`config.mk`:
```
export PLATFORM = sky130hd
export DESIGN_NAME = mem_port_arbiter
export DESIGN_NICKNAME = d
export VERILOG_FILES = /design/src/rtl/mem_port_arbiter_pkg.sv /design/src/rtl/mem_lane_gen.sv /design/src/rtl/mem_port_arbiter.sv
export SDC_FILE = /design/constraint.sdc
export NUM_CORES = 1
export LEC_CHECK = 0
export CORE_AREA = 5 5 105 107
export DETAILED_ROUTE_END_ITERATION = 10
export DIE_AREA = 0 0 110 112
export DONT_BUFFER_PORTS = 1
export MAX_ROUTING_LAYER = met4
export PLACE_DENSITY = 0.74
export SLEW_MARGIN = 20
export SYNTH_ARGS = -nofsm -noshare
export SYNTH_HDL_FRONTEND = slang
export SYNTH_SLANG_ARGS = --single-unit
```
`constraint.sdc`:
```
create_clock -name clk -period 2.4 [get_ports clk]
set_input_delay 0.48 -clock clk [delete_from_list [all_inputs] [get_ports clk]]
set_output_delay 0.48 -clock clk [all_outputs]
set_load 0.1 [all_outputs]
```
`src/rtl/mem_port_arbiter_pkg.sv`:
```
// Shared encodings for the data-SRAM port arbiter.
// State, owner and access-size codes plus the latched access bundle.
package mem_port_arbiter_pkg;

    typedef enum logic [1:0] {
        ST_IDLE = 2'd0,
        ST_ADDR = 2'd1,
        ST_DATA = 2'd2
    } state_e;

    typedef enum logic {
        OWN_INST = 1'b0,
        OWN_DATA = 1'b1
    } owner_e;

    localparam logic [1:0] SIZE_B = 2'b00;
    localparam logic [1:0] SIZE_H = 2'b01;
    localparam logic [1:0] SIZE_W = 2'b10;

    typedef struct packed {
        owner_e      owner;
        logic [31:0] addr;
        logic [1:0]  size;
        logic        wr;
        logic [31:0] wdata;
    } access_t;

endpackage

```
`src/rtl/mem_lane_gen.sv`:
```
// Byte-lane generator: strobes, write-data replication and alignment check.
// Purely combinational; reserved size code 2'b11 is flagged misaligned.
module mem_lane_gen
    import mem_port_arbiter_pkg::*;
(
    input  logic [1:0]  size,
    input  logic [1:0]  addr_lo,
    input  logic        wr,
    input  logic [31:0] wdata,
    output logic [3:0]  wstrb,
    output logic [31:0] wdata_rep,
    output logic        misaligned
);

    logic [3:0] strb;

    // Decode size/offset into lane strobes and replicated store data.
    always_comb begin
        strb       = 4'b0000;
        wdata_rep  = wdata;
        misaligned = 1'b0;
        unique case (size)
            SIZE_B: begin
                strb      = 4'b0001 << addr_lo;
                wdata_rep = {4{wdata[7:0]}};
            end
            SIZE_H: begin
                strb       = 4'b0011 << {addr_lo[1], 1'b0};
                wdata_rep  = {2{wdata[15:0]}};
                misaligned = addr_lo[0];
            end
            SIZE_W: begin
                strb       = 4'b1111;
                misaligned = |addr_lo;
            end
            default: begin
                misaligned = 1'b1;
            end
        endcase
        wstrb = wr ? strb : 4'b0000;
    end

endmodule

```
`src/rtl/mem_port_arbiter.sv`:
```
// Arbitrates the single data-SRAM port between fetch and load/store.
// Optional watchdog enabled by defining MEM_PORT_TIMEOUT_EN.
module mem_port_arbiter
    import mem_port_arbiter_pkg::*;
#(
    parameter int MAX_DATA_RUN   = 2,
    parameter int TIMEOUT_CYCLES = 255
) (
    input  logic        clk,
    input  logic        rst,
    input  logic        inst_req,
    input  logic [31:0] inst_addr,
    output logic        inst_ok,
    output logic [31:0] inst_rdata,
    input  logic        data_req,
    input  logic        data_wr,
    input  logic [1:0]  data_size,
    input  logic [31:0] data_addr,
    input  logic [31:0] data_wdata,
    output logic        data_ok,
    output logic        data_err,
    output logic [31:0] data_rdata,
    output logic        stallreq_inst,
    output logic        stallreq_data,
    output logic        sram_req,
    output logic        sram_wr,
    output logic [3:0]  sram_wstrb,
    output logic [31:0] sram_addr,
    output logic [31:0] sram_wdata,
    input  logic        sram_addr_ok,
    input  logic        sram_data_ok,
    input  logic [31:0] sram_rdata
);

    localparam logic [7:0] RUN_MAX = 8'(MAX_DATA_RUN);

    if (TIMEOUT_CYCLES < 1 || MAX_DATA_RUN < 0) begin : g_param_check
        $error("mem_port_arbiter: bad parameter value");
    end

    state_e      state_q;
    state_e      state_d;
    access_t     acc_q;
    access_t     acc_d;
    logic [7:0]  run_q;
    logic [7:0]  run_d;
    logic        timeout;
    logic        done;
    logic        in_idle;

    logic [1:0]  lg_size;
    logic [1:0]  lg_addr;
    logic        lg_wr;
    logic [31:0] lg_wdata;
    logic [3:0]  lg_wstrb;
    logic [31:0] lg_wdata_rep;
    logic        lg_misaligned;

    assign in_idle = (state_q == ST_IDLE);

    // In IDLE the lane generator checks the live request for alignment;
    // once granted it shapes the bus fields from the latched access.
    assign lg_size  = in_idle ? data_size      : acc_q.size;
    assign lg_addr  = in_idle ? data_addr[1:0] : acc_q.addr[1:0];
    assign lg_wr    = in_idle ? data_wr        : acc_q.wr;
    assign lg_wdata = in_idle ? data_wdata     : acc_q.wdata;

    mem_lane_gen u_lane (
        .size       (lg_size),
        .addr_lo    (lg_addr),
        .wr         (lg_wr),
        .wdata      (lg_wdata),
        .wstrb      (lg_wstrb),
        .wdata_rep  (lg_wdata_rep),
        .misaligned (lg_misaligned)
    );

`ifdef MEM_PORT_TIMEOUT_EN
    localparam logic [15:0] WDOG_LAST = 16'(TIMEOUT_CYCLES - 1);

    logic [15:0] wdog_q;

    // Count cycles spent on the bus; cleared whenever the port is idle.
    always_ff @(posedge clk or negedge rst) begin
        if (!rst) begin
            wdog_q <= '0;
        end else if (in_idle) begin
            wdog_q <= '0;
        end else begin
            wdog_q <= wdog_q + 16'd1;
        end
    end

    // A real data phase completing on the last cycle beats the watchdog.
    assign timeout = !in_idle && (wdog_q == WDOG_LAST) &&
                     !(state_q == ST_DATA && sram_data_ok);
`else
    assign timeout = 1'b0;
`endif

    // State, latched access and data-run counter registers.
    always_ff @(posedge clk or negedge rst) begin
        if (!rst) begin
            state_q <= ST_IDLE;
            acc_q   <= '0;
            run_q   <= '0;
        end else begin
            state_q <= state_d;
            acc_q   <= acc_d;
            run_q   <= run_d;
        end
    end

    // Arbitration, bus sequencing and completion routing.
    always_comb begin
        state_d       = state_q;
        acc_d         = acc_q;
        run_d         = run_q;
        done          = 1'b0;
        inst_ok       = 1'b0;
        inst_rdata    = '0;
        data_ok       = 1'b0;
        data_err      = 1'b0;
        data_rdata    = '0;
        sram_req      = 1'b0;
        sram_wr       = 1'b0;
        sram_wstrb    = 4'b0000;
        sram_addr     = '0;
        sram_wdata    = '0;
        stallreq_inst = 1'b0;
        stallreq_data = 1'b0;

        unique case (state_q)
            ST_IDLE: begin
                if (!data_req) begin
                    run_d = '0;
                end
                if (data_req && lg_misaligned) begin
                    data_ok  = 1'b1;
                    data_err = 1'b1;
                end else if (data_req &&
                             (!inst_req || run_q != RUN_MAX)) begin
                    state_d = ST_ADDR;
                    acc_d   = '{owner: OWN_DATA,
                                addr:  data_addr,
                                size:  data_size,
                                wr:    data_wr,
                                wdata: data_wdata};
                    if (inst_req && run_q != RUN_MAX) begin
                        run_d = run_q + 8'd1;
                    end
                end else if (inst_req) begin
                    state_d = ST_ADDR;
                    acc_d   = '{owner: OWN_INST,
                                addr:  inst_addr,
                                size:  SIZE_W,
                                wr:    1'b0,
                                wdata: '0};
                    run_d   = '0;
                end
            end
            ST_ADDR: begin
                if (timeout) begin
                    done    = 1'b1;
                    state_d = ST_IDLE;
                end else begin
                    sram_req   = 1'b1;
                    sram_wr    = acc_q.wr;
                    sram_wstrb = lg_wstrb;
                    sram_addr  = {acc_q.addr[31:2], 2'b00};
                    sram_wdata = lg_wdata_rep;
                    if (sram_addr_ok) begin
                        state_d = ST_DATA;
                    end
                end
            end
            ST_DATA: begin
                if (sram_data_ok || timeout) begin
                    done    = 1'b1;
                    state_d = ST_IDLE;
                end
            end
            default: begin
                state_d = ST_IDLE;
            end
        endcase

        if (done) begin
            if (acc_q.owner == OWN_DATA) begin
                data_ok    = 1'b1;
                data_err   = timeout;
                data_rdata = timeout ? '0 : sram_rdata;
            end else begin
                inst_ok    = 1'b1;
                inst_rdata = timeout ? '0 : sram_rdata;
            end
        end

        stallreq_inst = inst_req & ~inst_ok;
        stallreq_data = data_req & ~data_ok;

        // Reset forces every output low, not just the registered state.
        if (!rst) begin
            inst_ok       = 1'b0;
            inst_rdata    = '0;
            data_ok       = 1'b0;
            data_err      = 1'b0;
            data_rdata    = '0;
            sram_req      = 1'b0;
            sram_wr       = 1'b0;
            sram_wstrb    = 4'b0000;
            sram_addr     = '0;
            sram_wdata    = '0;
            stallreq_inst = 1'b0;
            stallreq_data = 1'b0;
        end
    end

endmodule
```
==> key figures, run 1 <==
Outcome
  – Status: aborted with a tool error
  – Stage reached: 5_1_grt
  – Log Error: [ERROR GRT-0232] Routing congestion too high. Check the congestion heatmap in the GUI.

Logic synthesis
  – Cell variety after synth: 50
  – Yosys reg bits: 78
  – Synth area leader: dfrtp_1
  – Avg Inst Size Synth: 8.518 µm²
  – Post-synth top area share: 39.04%
  – Cells after synthesis: 587
  – Sequential area share after synthesis: 39.04%
  – Yosys warning total: 0
  – Synthesized area: 0.005000 mm²
  – Synth area leaders: dfrtp_1 (39%), and2_1 (8.5%), nand2_1 (6.8%)
  – Ys flop type: dfrtp_1
  – Async set-reset flop share out of synthesis: 100.0%
  – Post-synth EDFFs: 0

GRT
  – Grt ovf: 507
  – GRT Util Overall: 92.06%
  – Largest net degree at the start of global routing: 79

Clocking
  – Root buffer cell: clkbuf_8
  – H-tree depth: 3
  – TritonCTS Buffers: 9
  – Clock sink count: 78
  – CTS max path bufs: 2

Placed design
  – Dpl ws: -98.32 ps
  – Routability cong.: 0.9273
  – Detailed Place HPWL: 16290 µm
  – PortBufs: 0

Floorplan
  – Die height: 112 µm
  – Initial Util: 49.77%
  – Die Wd: 110 µm
  – I/O pin total: 276
  – Site row count: 37

STA
  – Worst endpoint from the post-global-route timing repair: sram_wdata[24]
  – Worst_ep kind: primary output
synth_stat cells (all sizes together) (2+ instances only):
library cell / number
nand2: 92
nand3: 6
nor2b: 2
and2: 68
nand3b: 2
and3: 43
or4: 2
a22o: 34
or2: 2
a21oi: 50
o31ai: 4
a211oi: 3
o32ai: 2
a41oi: 2
nor2: 18
a31oi: 32
mux2: 2
nand4: 2
buf: 25
nor3: 14
o21ai: 14
a221oi: 7
o211ai: 2
clkbuf: 31
dfrtp: 78
o211a: 6
mux2i: 19
inv: 6
o311a: 2
ha: 2
a21o: 2
routing by layer:
| metal | track usage, % | GRT overflow |
|---|---|---|
| met1 | 85.65 | 4 |
| met2 | 107.4 | 332 |
| met3 | 74.09 | 2 |
| met4 | 100.7 | 169 |
| met5 | - | - |
what timing repair did:
item                                    4_1_cts
gates cloned                                  5
gates resized for setup                     101
endpoints found under the hold margin        78
endpoints found under the setup margin      111
setup buffers                                22
hold buffers                                  1
pin swaps                                    41
cell families after synthesis:
group / Yosys count / synth area share [%]
AOI/OAI and AO/OA: 168 / 22.97
muxes: 21 / 4.254
DFF: 78 / 39.04
and+or+nand+nor: 255 / 26.45
other: 1 / 0.07500
adders and majority gates: 2 / 0.5004
buffers and inverters: 62 / 6.707
per-stage QoR:
step           area (µm²)  std cells
2_1_floorplan        5532        588
4_1_cts              9025        871
3_5_place_dp         8125        827
3_3_place_gp         8125        827
==> inputs of run 2 (changes only) <==
- CORE_AREA: 5 5 105 107 -> default
- CORE_MARGIN: default -> 5
- CORE_UTILIZATION: default -> 40
- DIE_AREA: 0 0 110 112 -> default
- MAX_ROUTING_LAYER: met4 -> default
- PLACE_DENSITY: 0.74 -> default
- PLACE_DENSITY_LB_ADDON: default -> 0.15
==> key figures, run 2 <==
GRT
  – Largest net degree at the start of global routing: 79
  – Number of global-route vias before repair: 5650
  – Grt ovf: 0
  – Initial antenna violation count: 0
  – GRT Util Overall: 28.04%
  – First-pass GRT wire length: 32440 µm

Critical path
  – Worst path slowest cell: dfrtp_1
  – Crit path kind: flip-flop to primary output
  – CP startpoint kind: flip-flop
  – CP Capture Type: primary output
  – Crit-path max FO: 8
  – CP Cell Sequence: or2_4 -> buf_12 -> mux2_4 -> buf_12 -> a221oi_4 -> buf_12
  – Critical R2R Launch: state_q[0]$_DFFE_PN0P_
  – R2R depth: 8
  – Biggest cell delay along the critical path: 420 ps
  – Worst reg2reg setup slack: 50 ps
  – R2R Path End: acc_q[34]$_DFFE_PN0P_
  – WP data arrival: 2200 ps
  – CP most frequent cell: buf_12
  – Required time of the critical path: 1920 ps

Logic synthesis
  – Cell variety after synth: 50 (unchanged)
  – Sequential area share after synthesis: 39.04% (unchanged)
  – Top cells by count, synth: nand2_1 (91), dfrtp_1 (78), and2_1 (68)
  – Synthesized area: 0.005000 mm² (unchanged)
  – Async set-reset flop share out of synthesis: 100.0% (unchanged)
  – Avg Inst Size Synth: 8.518 µm² (unchanged)
  – Yosys reg bits: 78 (unchanged)
  – Most frequent cell after synthesis: nand2_1
  – Post-synth top area share: 39.04% (unchanged)
  – Post-synth EDFFs: 0 (unchanged)
  – Ys flop type: dfrtp_1
  – Synth area leaders: dfrtp_1 (39%), and2_1 (8.5%), nand2_1 (6.8%)
  – Yosys warning total: 0 (unchanged)
  – Cells after synthesis: 587 (unchanged)
  – Synth area leader: dfrtp_1

Final layout
  – Antenna diodes: 0
  – Biggest regs: acc_q: 68 flops, run_q: 8 flops, state_q: 2 flops
  – Share of cells above drive strength 1: 51.49%
  – Most frequent cells in the layout: buf_12 (137), nand2_1 (84), dfrtp_1 (77)
  – Max reg flops: 68
  – Most common cell after layout, fill and taps aside: buf_12
  – Nets: 872
  – Largest Register: acc_q
  – P&R area growth vs syn: 86.44%

STA
  – Max Clock Freq: 373.6 MHz
  – Period utilization: 111.5%
  – Endpoints failing setup: 63
  – RSZ-0062 raised after global routing: yes
  – Final slew viol count: 0
  – Setup WS post-layout: -276.8 ps
  – Fin. Hold Viols: 0
  – Setup Skew: 8.692 ps
  – Setup TNS: -7703 ps
  – Minimum clock period: 2677 ps

Floorplan
  – Core area: 0.01211 mm²
  – Die height: 121.8 µm (+8.7%)
  – Die area: 0.01484 mm²
  – Die Wd: 121.8 µm (+11%)
  – Initial Util: 41.28% (-8.5 points)
  – Site row count: 40 (+8.1%)
  – I/O pin total: 276 (unchanged)

Route
  – Wire per inst: 24.11 µm
  – TritonRoute pass-1 iters: 5
  – DRT iter0 DRCs: 489
  – Total number of vias: 5449
  – Via/cell ratio: 6.014
  – Total Wirelength: 21840 µm
  – DRC viols: 0
  – Routed Antenna Nets: 0

Placed design
  – Detailed Place HPWL: 15480 µm (-5.0%)
  – PortBufs: 0 (unchanged)
  – Routability cong.: 0.8809 (-5.0%)

Power
  – Design Power: 12390 µW
  – P_leak: 0.003911 µW
  – Cell Pwr Density: 1329 mW/mm²
  – Peak VDD IR: 918.8 µV

Outcome
  – Status: finished with violations
  – Failing checks: negative setup slack

Clocking
  – TritonCTS Buffers: 9 (unchanged)
  – CTS max path bufs: 2 (unchanged)
  – Root buffer cell: clkbuf_16
  – Clk slew on worst S/H paths: 70 ps
  – Latest clock arrival within the worst-skew pair: 340 ps
  – Clock sink count: 78 (unchanged)
  – H-tree depth: 3 (unchanged)
  – TritonCTS clock tree: done

Run
  – Max-cap violations: 0

Min path
  – Min-delay worst type: primary input to async pin
-- run 2: cell counts after synthesis --
Identical to the previous run, type by type.
-- run 2: worst max-delay path, delay by kind of cell (launching register included) --
family | cells | cell delay [ps]
buffers and inverters | 3 | 530
AND/OR/NAND/NOR | 1 | 280
AO/OA/AOI/OAI | 1 | 310
flip-flops | 1 | 420
multiplexers | 1 | 320
-- run 2: what timing repair did --
item | 4_1_cts | 5_1_grt
endpoints found under the setup margin | 96 | 168
hold endpoints to repair | 78 | 0
cloned | 0 | 3
hold buffers | 1 | 0
buffers inserted | 17 | 10
gates resized for setup | 59 | 72
pin swaps | 25 | 30
-- run 2: layer usage --
metal  vias to the layer above  part of all wire [%]  GRT usage (%)
li1                       2394                     -              -
met1                      2678                    35          30.78
met2                       317                    53          50.24
met3                        60                   8.9          8.914
met4                         0                   4.0          10.99
met5                         -                     0              0
-- run 2: final cells by class --
cell class                 instances  area (µm²)
sequential                        78        1953
tap                              168       210.2
clock buffer                      10       239.0
multi-input combinational        448        3571
fill                             774        2790
timing repair buffer             190        3278
clock inverter                     6       43.79
inverter                           6       26.28
-- run 2: stage by stage --
stage | cells | setup slack (ps) | hold slack, ps | area, µm² | util (%)
6_report | 906 | -276.8 | 17.36 | 9321 | 76.96
5_1_grt | 906 | -322.0 | 50.27 | 9321 | 76.96
4_1_cts | 897 | -271.5 | 47.68 | 8922 | 73.67
3_5_place_dp | 863 | -17.20 | 188.6 | 8220 | 67.87
3_3_place_gp | 863 | 39.57 | 190.0 | 8220 | 67.87
2_1_floorplan | 588 | -368.8 | 184.4 | 5532 | -
-- run 2: logic make-up after synthesis --
family	share of synthesized area (%)
AND/OR/NAND/NOR	26.45
AO/OA/AOI/OAI	22.97
flip-flops	39.04
multiplexers	4.254
other	0.07500
buffers and inverters	6.707
adder cells (fa/ha/maj)	0.5004
-- run 2: power breakdown --
| group | internal [µW] | total (µW) | switching [µW] |
|---|---|---|---|
| registers | 1900 | 2440 | 541 |
| clock network | 734 | 1310 | 578 |
| logic | 3410 | 8630 | 5220 |
-- run 2: worst max path at each step --
stage / endpoint / from / cells after the start / slack (ps)
2_1_floorplan: sram_wdata[24] / state_q[0]$_DFFE_PN0P_ / 8 / -370
3_3_place_gp: sram_wdata[29] / state_q[1]$_DFFE_PN0P_ / 8 / 40
3_5_place_dp: sram_wdata[29] / state_q[0]$_DFFE_PN0P_ / 8 / -20
4_1_cts: data_ok / state_q[0]$_DFFE_PN0P_ / 7 / -270
5_1_grt: sram_wdata[31] / state_q[0]$_DFFE_PN0P_ / 6 / -320
6_report: sram_wdata[31] / state_q[0]$_DFFE_PN0P_ / 6 / -280
No activity file was read; power rests on OpenSTA's default activity.
==> inputs of run 3 (changes only) <==
- CORE_AREA: default -> 5 5 103 105
- CORE_MARGIN: 5 -> default
- CORE_UTILIZATION: 40 -> default
- DIE_AREA: default -> 0 0 108 110
==> key figures, run 3 <==
Logic synthesis
  – Ys flop type: dfrtp_1
  – Post-synth EDFFs: 0 (unchanged)
  – Post-synth top area share: 39.04% (unchanged)
  – Yosys reg bits: 78 (unchanged)
  – Synth area leader: dfrtp_1
  – Yosys warning total: 0 (unchanged)
  – Synth area leaders: dfrtp_1 (39%), and2_1 (8.5%), nand2_1 (6.8%)
  – Sequential area share after synthesis: 39.04% (unchanged)
  – Avg Inst Size Synth: 8.518 µm² (unchanged)
  – Cell variety after synth: 50 (unchanged)
  – Top cells by count, synth: nand2_1 (91), dfrtp_1 (78), and2_1 (68)
  – Synthesized area: 0.005000 mm² (unchanged)
  – Async set-reset flop share out of synthesis: 100.0% (unchanged)
  – Cells after synthesis: 587 (unchanged)
  – Most frequent cell after synthesis: nand2_1

Clocking
  – TritonCTS Buffers: 9 (unchanged)
  – Clock sink count: 78 (unchanged)
  – CTS max path bufs: 2 (unchanged)
  – Root buffer cell: clkbuf_8
  – H-tree depth: 3 (unchanged)

Floorplan
  – Die height: 110 µm (-9.7%)
  – I/O pin total: 276 (unchanged)
  – Site row count: 36 (-10%)
  – Die Wd: 108 µm (-11%)
  – Initial Util: 52.36% (+11 points)

Outcome
  – Status: aborted with a tool error
  – Stage reached: 5_1_grt
  – Log Error: [ERROR DPL-0038] Utilization greater than 100%, impossible to legalize

Placed design
  – PortBufs: 0 (unchanged)
  – Routability cong.: 0.9124 (+3.6%)
  – Detailed Place HPWL: 15380 µm (-0.60%)

GRT
  – Largest net degree at the start of global routing: 79

STA
  – Worst endpoint from the post-global-route timing repair: sram_wdata[28]
  – Worst_ep kind: primary output
-- run 3: cells by family after synthesis --
logic type	after synthesis	synth area share (%)
AOI/OAI and AO/OA	168	22.97
adders and majority gates	2	0.5004
buffers and inverters	62	6.707
DFF	78	39.04
muxes	21	4.254
other	1	0.07500
and+or+nand+nor	255	26.45
-- run 3: stage by stage --
step	std cells	setup WS [ps]	area (µm²)	hold slack (ps)	util (%)
after floorplan	588	-368.8	5532	184.4	-
after CTS	873	-257.8	9034	39.36	94.60
after detailed placement	829	-73.37	8172	190.6	85.57
after global placement	829	59.47	8172	190.4	85.57
-- run 3: timing repair --
| action | 4_1_cts |
|---|---|
| hold buffers | 1 |
| hold endpoints to repair | 78 |
| endpoints found under the setup margin | 120 |
| setup buffers | 21 |
| gates resized for setup | 78 |
| pin swaps | 23 |
| cloned | 6 |
